--- src/rtl/craft_pkg.sv ---
// Shared types and constants for the CRAFT nibble-serial round sequencer.
// Holds the FSM state encoding, state-register mode selects and round geometry.
package craft_pkg;

    localparam int unsigned CRAFT_ROUNDS = 32;
    localparam int unsigned NIBBLES      = 16;

    typedef logic [1:0] mode_t;

    // Mode selects as {cs0, cs1} driven to the state register
    localparam mode_t MODE_LOAD  = 2'b10;
    localparam mode_t MODE_SHIFT = 2'b00;
    localparam mode_t MODE_MIX   = 2'b11;
    localparam mode_t MODE_PERM  = 2'b01;

    typedef enum logic [2:0] {
        IDLE,
        LOAD,
        ROUND,
        PERM,
        DONE
    } state_t;

    function automatic mode_t round_mode(input logic [3:0] nibble, input int unsigned mc_first);
        return (32'(nibble) >= mc_first) ? MODE_MIX : MODE_SHIFT;
    endfunction

endpackage

--- src/rtl/craft_round_counter.sv ---
// Nibble-slot and round counters for the CRAFT sequencer.
// hold freezes both counters and dominates clear and the increments.
module craft_round_counter
    import craft_pkg::*;
#(
    parameter int unsigned NUM_ROUNDS = CRAFT_ROUNDS
) (
    input  logic       clk,
    input  logic       rst,
    input  logic       hold,
    input  logic       clear,
    input  logic       inc_nibble,
    input  logic       inc_round,
    output logic [4:0] round_idx,
    output logic [3:0] nibble_idx,
    output logic       last_round,
    output logic       nibble_wrap
);

    always_ff @(posedge clk) begin
        if (rst) begin
            round_idx  <= '0;
            nibble_idx <= '0;
        end else if (!hold) begin
            if (clear) begin
                round_idx  <= '0;
                nibble_idx <= '0;
            end else begin
                if (inc_nibble) begin
                    nibble_idx <= nibble_idx + 4'd1;
                end
                // Saturate at the final round; DONE is always taken before a wrap
                if (inc_round && !last_round) begin
                    round_idx <= round_idx + 5'd1;
                end
            end
        end
    end

    assign last_round  = (round_idx == 5'(NUM_ROUNDS - 1));
    assign nibble_wrap = (nibble_idx == 4'(NIBBLES - 1));

endmodule

--- src/rtl/craft_round_sequencer.sv ---
// Control FSM for the CRAFT nibble-serial state register: LOAD, 16-slot ROUND passes
// separated by PERM, then a one-cycle DONE pulse. Only state_ce sees stall combinationally.
module craft_round_sequencer
    import craft_pkg::*;
#(
    parameter int unsigned NUM_ROUNDS = CRAFT_ROUNDS,
    parameter int unsigned MC_FIRST   = 12
) (
    input  logic       clk,
    input  logic       rst,
    input  logic       start,
    input  logic       stall,
    output logic       ready,
    output logic       busy,
    output logic       done,
    output logic       state_ce,
    output logic       cs0,
    output logic       cs1,
    output logic [4:0] round_idx,
    output logic [3:0] nibble_idx,
    output logic [1:0] tk_sel,
    output logic       last_round
);

    state_t state;
    state_t state_nxt;
    mode_t  mode;
    logic   run_ce;
    logic   cnt_clear;
    logic   cnt_inc_nibble;
    logic   cnt_inc_round;
    logic   nibble_wrap;

    craft_round_counter #(
        .NUM_ROUNDS(NUM_ROUNDS)
    ) u_counter (
        .clk        (clk),
        .rst        (rst),
        .hold       (stall),
        .clear      (cnt_clear),
        .inc_nibble (cnt_inc_nibble),
        .inc_round  (cnt_inc_round),
        .round_idx  (round_idx),
        .nibble_idx (nibble_idx),
        .last_round (last_round),
        .nibble_wrap(nibble_wrap)
    );

    always_ff @(posedge clk) begin
        if (rst) begin
            state <= IDLE;
        end else begin
            state <= state_nxt;
        end
    end

    always_comb begin
        state_nxt = state;
        unique case (state)
            IDLE:    if (start) state_nxt = LOAD;
            LOAD:    if (!stall) state_nxt = ROUND;
            ROUND:   if (!stall && nibble_wrap) state_nxt = last_round ? DONE : PERM;
            PERM:    if (!stall) state_nxt = ROUND;
            DONE:    state_nxt = IDLE;
            default: state_nxt = IDLE;
        endcase
    end

    // Counter strobes are gated by hold inside the counter, so stall needs no term here
    always_comb begin
        ready          = 1'b0;
        busy           = 1'b0;
        done           = 1'b0;
        run_ce         = 1'b0;
        mode           = MODE_SHIFT;
        cnt_clear      = 1'b0;
        cnt_inc_nibble = 1'b0;
        cnt_inc_round  = 1'b0;
        unique case (state)
            IDLE: begin
                ready = 1'b1;
            end
            LOAD: begin
                busy      = 1'b1;
                run_ce    = 1'b1;
                mode      = MODE_LOAD;
                cnt_clear = 1'b1;
            end
            ROUND: begin
                busy           = 1'b1;
                run_ce         = 1'b1;
                mode           = round_mode(nibble_idx, MC_FIRST);
                cnt_inc_nibble = 1'b1;
            end
            PERM: begin
                busy          = 1'b1;
                run_ce        = 1'b1;
                mode          = MODE_PERM;
                cnt_inc_round = 1'b1;
            end
            DONE: begin
                done = 1'b1;
            end
            default: begin
                ready = 1'b0;
            end
        endcase
    end

    assign state_ce   = run_ce & ~stall;
    assign {cs0, cs1} = mode;
    assign tk_sel     = round_idx[1:0];

endmodule

--- config.mk ---
export PLATFORM = sky130hd
export DESIGN_NAME = craft_round_sequencer
export DESIGN_NICKNAME = d
export VERILOG_FILES = /design/src/rtl/craft_pkg.sv /design/src/rtl/craft_round_counter.sv /design/src/rtl/craft_round_sequencer.sv
export SDC_FILE = /design/constraint.sdc
export NUM_CORES = 1
export LEC_CHECK = 0
export ABC_CLOCK_PERIOD_IN_PS = 3100
export BUFFER_PORTS_ARGS = -buffer_cell sky130_fd_sc_hd__buf_2
export CAP_MARGIN = 20
export CORE_MARGIN = 4
export CORE_UTILIZATION = 50
export CTS_CLUSTER_SIZE = 40
export DETAILED_ROUTE_END_ITERATION = 8
export MAX_ROUTING_LAYER = met4
export PLACE_DENSITY = 0.84
export SLEW_MARGIN = 20
export SYNTH_ARGS = -nofsm -noshare
export SYNTH_HDL_FRONTEND = slang
export SYNTH_SLANG_ARGS = --single-unit
--- constraint.sdc ---
create_clock -name clk -period 3.1 [get_ports clk]
set_input_delay 0.775 -clock clk [delete_from_list [all_inputs] [get_ports clk]]
set_output_delay 0.775 -clock clk [all_outputs]
set_load 0.1 [all_outputs]
==> metrics.md <==
| Metric | Value |
|---|---|
| Status | completed |
| Max-slew headroom | 0.6700 |
| Antenna cell count | 0 |
| Num CTS Buffers | 3 |
| Final-report hold violation count | 0 |
| Clock root buffer | clkbuf_4 |
| Row count | 13 |
| Drt first-iter violations | 13 |
| Critical path type | input pin to output pin |
| Pins over their slew limit | 0 |
| FFs w/ async S/R, synth | 0 |
| DR pass1 iterations | 4 |
| Seq/Total Area, Yosys | 0.3392 |
| Initial antenna violation count | 0 |
| CTS clk-pin slew, worst paths | approximately 0.08 ns |
| Pin count of the biggest net entering global routing | 16 |
| Post-Syn Instances | 87 |
| Detailed Place HPWL | approximately 1300 um |
| Synth area leaders | dfxtp_1, a21oi_1, o21ai_0 |
| Post-route minimum period | between 2 and 3 ns |
| Die Wd | between 40 and 50 um |
| Vias/cell | ~6.0 |
| Synthesized cell area | slightly above 700 um2 |
| Post-cts sizing count | 0 |
| Number of global-route vias before repair | 700 |
| DRT Wirelength | between 1500 and 2000 um |
| # IOs | 22 |
| Final #Nets | roughly 110 |
| CORE AREA | roughly 1300 um2 |
| Crit Path Max Fanout | 9 |
| RSZ-0062 raised after global routing | no |
| Number of hold buffers added after cts | 0 |
| Port Buffers | 21 |
| Worst Hold Class | flop to flop |
| GRT Overall Usage | 0.2017 |
| Final worst slack | between 0.5 and 0.6 ns |
| H-tree levels | 1 |
| Ratio of cells with drive above 1 in the final layout | 0.2857 |
| GPL Wtd Cong | around 0.85 |
| EDFF count, synth | 0 |
| Clock buffer depth | 2 |
| CP Capture Type | output pin |
| Share of the synthesized area in the top cell type | 0.3392 |
| Synth warn | 0 |
| Post-CTS Setup Bufs | 0 |
| Fmax | just under 400 MHz |
| Syn_nets | 94 |
| Pleak | between 0.3 and 0.4 nW |
| Fin Setup TNS | 0 ns |
| Slew @ Worst Pin | roughly 0.5 ns |
| Syn Area/Cell | 8.140 um2 |
| Global route overflow | 0 |
| PwrDens | ~440 nW/um2 |
| Post-Route Skew | 0.005036 ns |
| List of most frequent post-synthesis cells | dfxtp_1, a21oi_1, o21ai_0, clkbuf_1 |
| Die span in y | 45.64 um |
| Pre-CTS WS | between 0.5 and 0.6 ns |
| Wire per inst | 14.78 um |
| TritonCTS clock tree | yes |
| Post-DRT Antenna Nets | 0 |
| Most repeated cell in the gate-level netlist after synthesis | dfxtp_1 |
| FILL cells | 125 |
| CTS Sinks | 12 |
| Max Cap Viol | 0 |
| First-pass GRT wire length | between 2000 and 3000 um |
| Pwr Total | 0.3736 mW |
| Arrival time at the worst endpoint | between 1.5 and 2 ns |
| Total number of vias | between 700 and 800 |
| Startpoint types | input pin |
| WP data required | 2.32 ns |
| Die ar. | roughly 2100 um2 |
| Synth Register Bits | 12 |
| Clk Latency, worst-skew pair | 0.27 ns |
| VDD IR max | 284.0 uV |
| Predominant post-synthesis flop cell | dfxtp_1 |
| Yosys top cell by area | dfxtp_1 |
| Area Growth Syn to Fin | 19.79% |
| Setup Viol. Count Final | 0 |
| Initial Utilization | 0.5375 |
| Fin crit share | 0.8248 |
| Post-synth cell types | 28 |
| Residual DRC count | 0 |
==> placed cells by master, fill, tap and decap left out, types with 2 or more instances in the layout <==
cell and instances:
buf_2 21, dfxtp_1 12, a21oi_1 9, o21ai_0 8, and2_1 4, inv_1 4, o31ai_1 4, or4_1 4
nand2b_1 3, a211oi_1 3, ha_1 3, clkbuf_4 3, nand4b_1 2, nor2_2 2, nor2_1 2, nand4_1 2
nand3_1 2, nand3b_1 2, nor4_1 2
==> cell families (layout without fill, tap and decap cells) <==
kind of cell             after synthesis  count (layout)  share of synthesized area
AO/OA/AOI/OAI                         27              27                     0.2244
XOR/XNOR                               1               1                    0.01237
adder cells (fa/ha/maj)                3               3                    0.05301
buffers and inverters                 11              29                    0.06889
flip-flops                            12              12                     0.3392
AND/OR/NAND/NOR                       33              33                     0.3021
==> critical path: stages <==
cell    delay [ns]
buf_2         0.15
or2_0         0.32
nor2_2        0.11
buf_2         0.43
==> report_power, final <==
group / internal (mW) / total (mW) / switching, mW
clock network: 0.0713 / 0.126 / 0.0552
logic: 0.0165 / 0.0826 / 0.0661
registers: 0.157 / 0.165 / 0.00802
total: 0.244 / 0.374 / 0.129
==> metrics by stage <==
stage	std cells	instance area (um2)	util	hold slack [ns]
after floorplan	87	721.9	-	0.5588
after global placement	116	812.0	0.6163	0.4859
after detailed placement	116	812.0	0.6163	0.4933
after CTS	120	848.3	0.6439	0.5042
after global routing	120	848.3	0.6439	0.5201
final	120	848.3	0.6439	0.5062
==> area by class of cell <==
cell class / instances / area (um2) / area share
sequential: 12 / 240.2 / 0.2832
clock buffer: 4 / 36.28 / 0.04277
multi-input combinational: 64 / 432.9 / 0.5103
tap: 15 / 18.77 / 0.02212
timing repair buffer: 21 / 105.1 / 0.1239
inverter: 4 / 15.01 / 0.01770
==> flip-flops by register name, indices dropped and copies added (netlist names) <==
signal                count
state                     3
u_counter.nibble_idx      4
u_counter.round_idx       5
==> path summary, 6_finish.rpt <==
kind / from / endpoint / slack, ns / depth (start not counted)
max reg2reg: u_counter.round_idx[0] / u_counter.round_idx[3] / 1.15 / 6
min: u_counter.round_idx[3] / u_counter.round_idx[3] / 0.51 / 2
max: stall / state_ce / 0.54 / 4
min reg2reg: u_counter.round_idx[3] / u_counter.round_idx[3] / 0.51 / 2
==> routing by layer <==
metal | vias up | track usage | wire [um]
met5 | - | - | 0
met3 | 2 | 0.03953 | 112
li1 | 362 | - | -
met4 | 0 | 0.09357 | 12
met2 | 34 | 0.3287 | 881
met1 | 324 | 0.2346 | 767
Power figures use the tool's default switching activity.
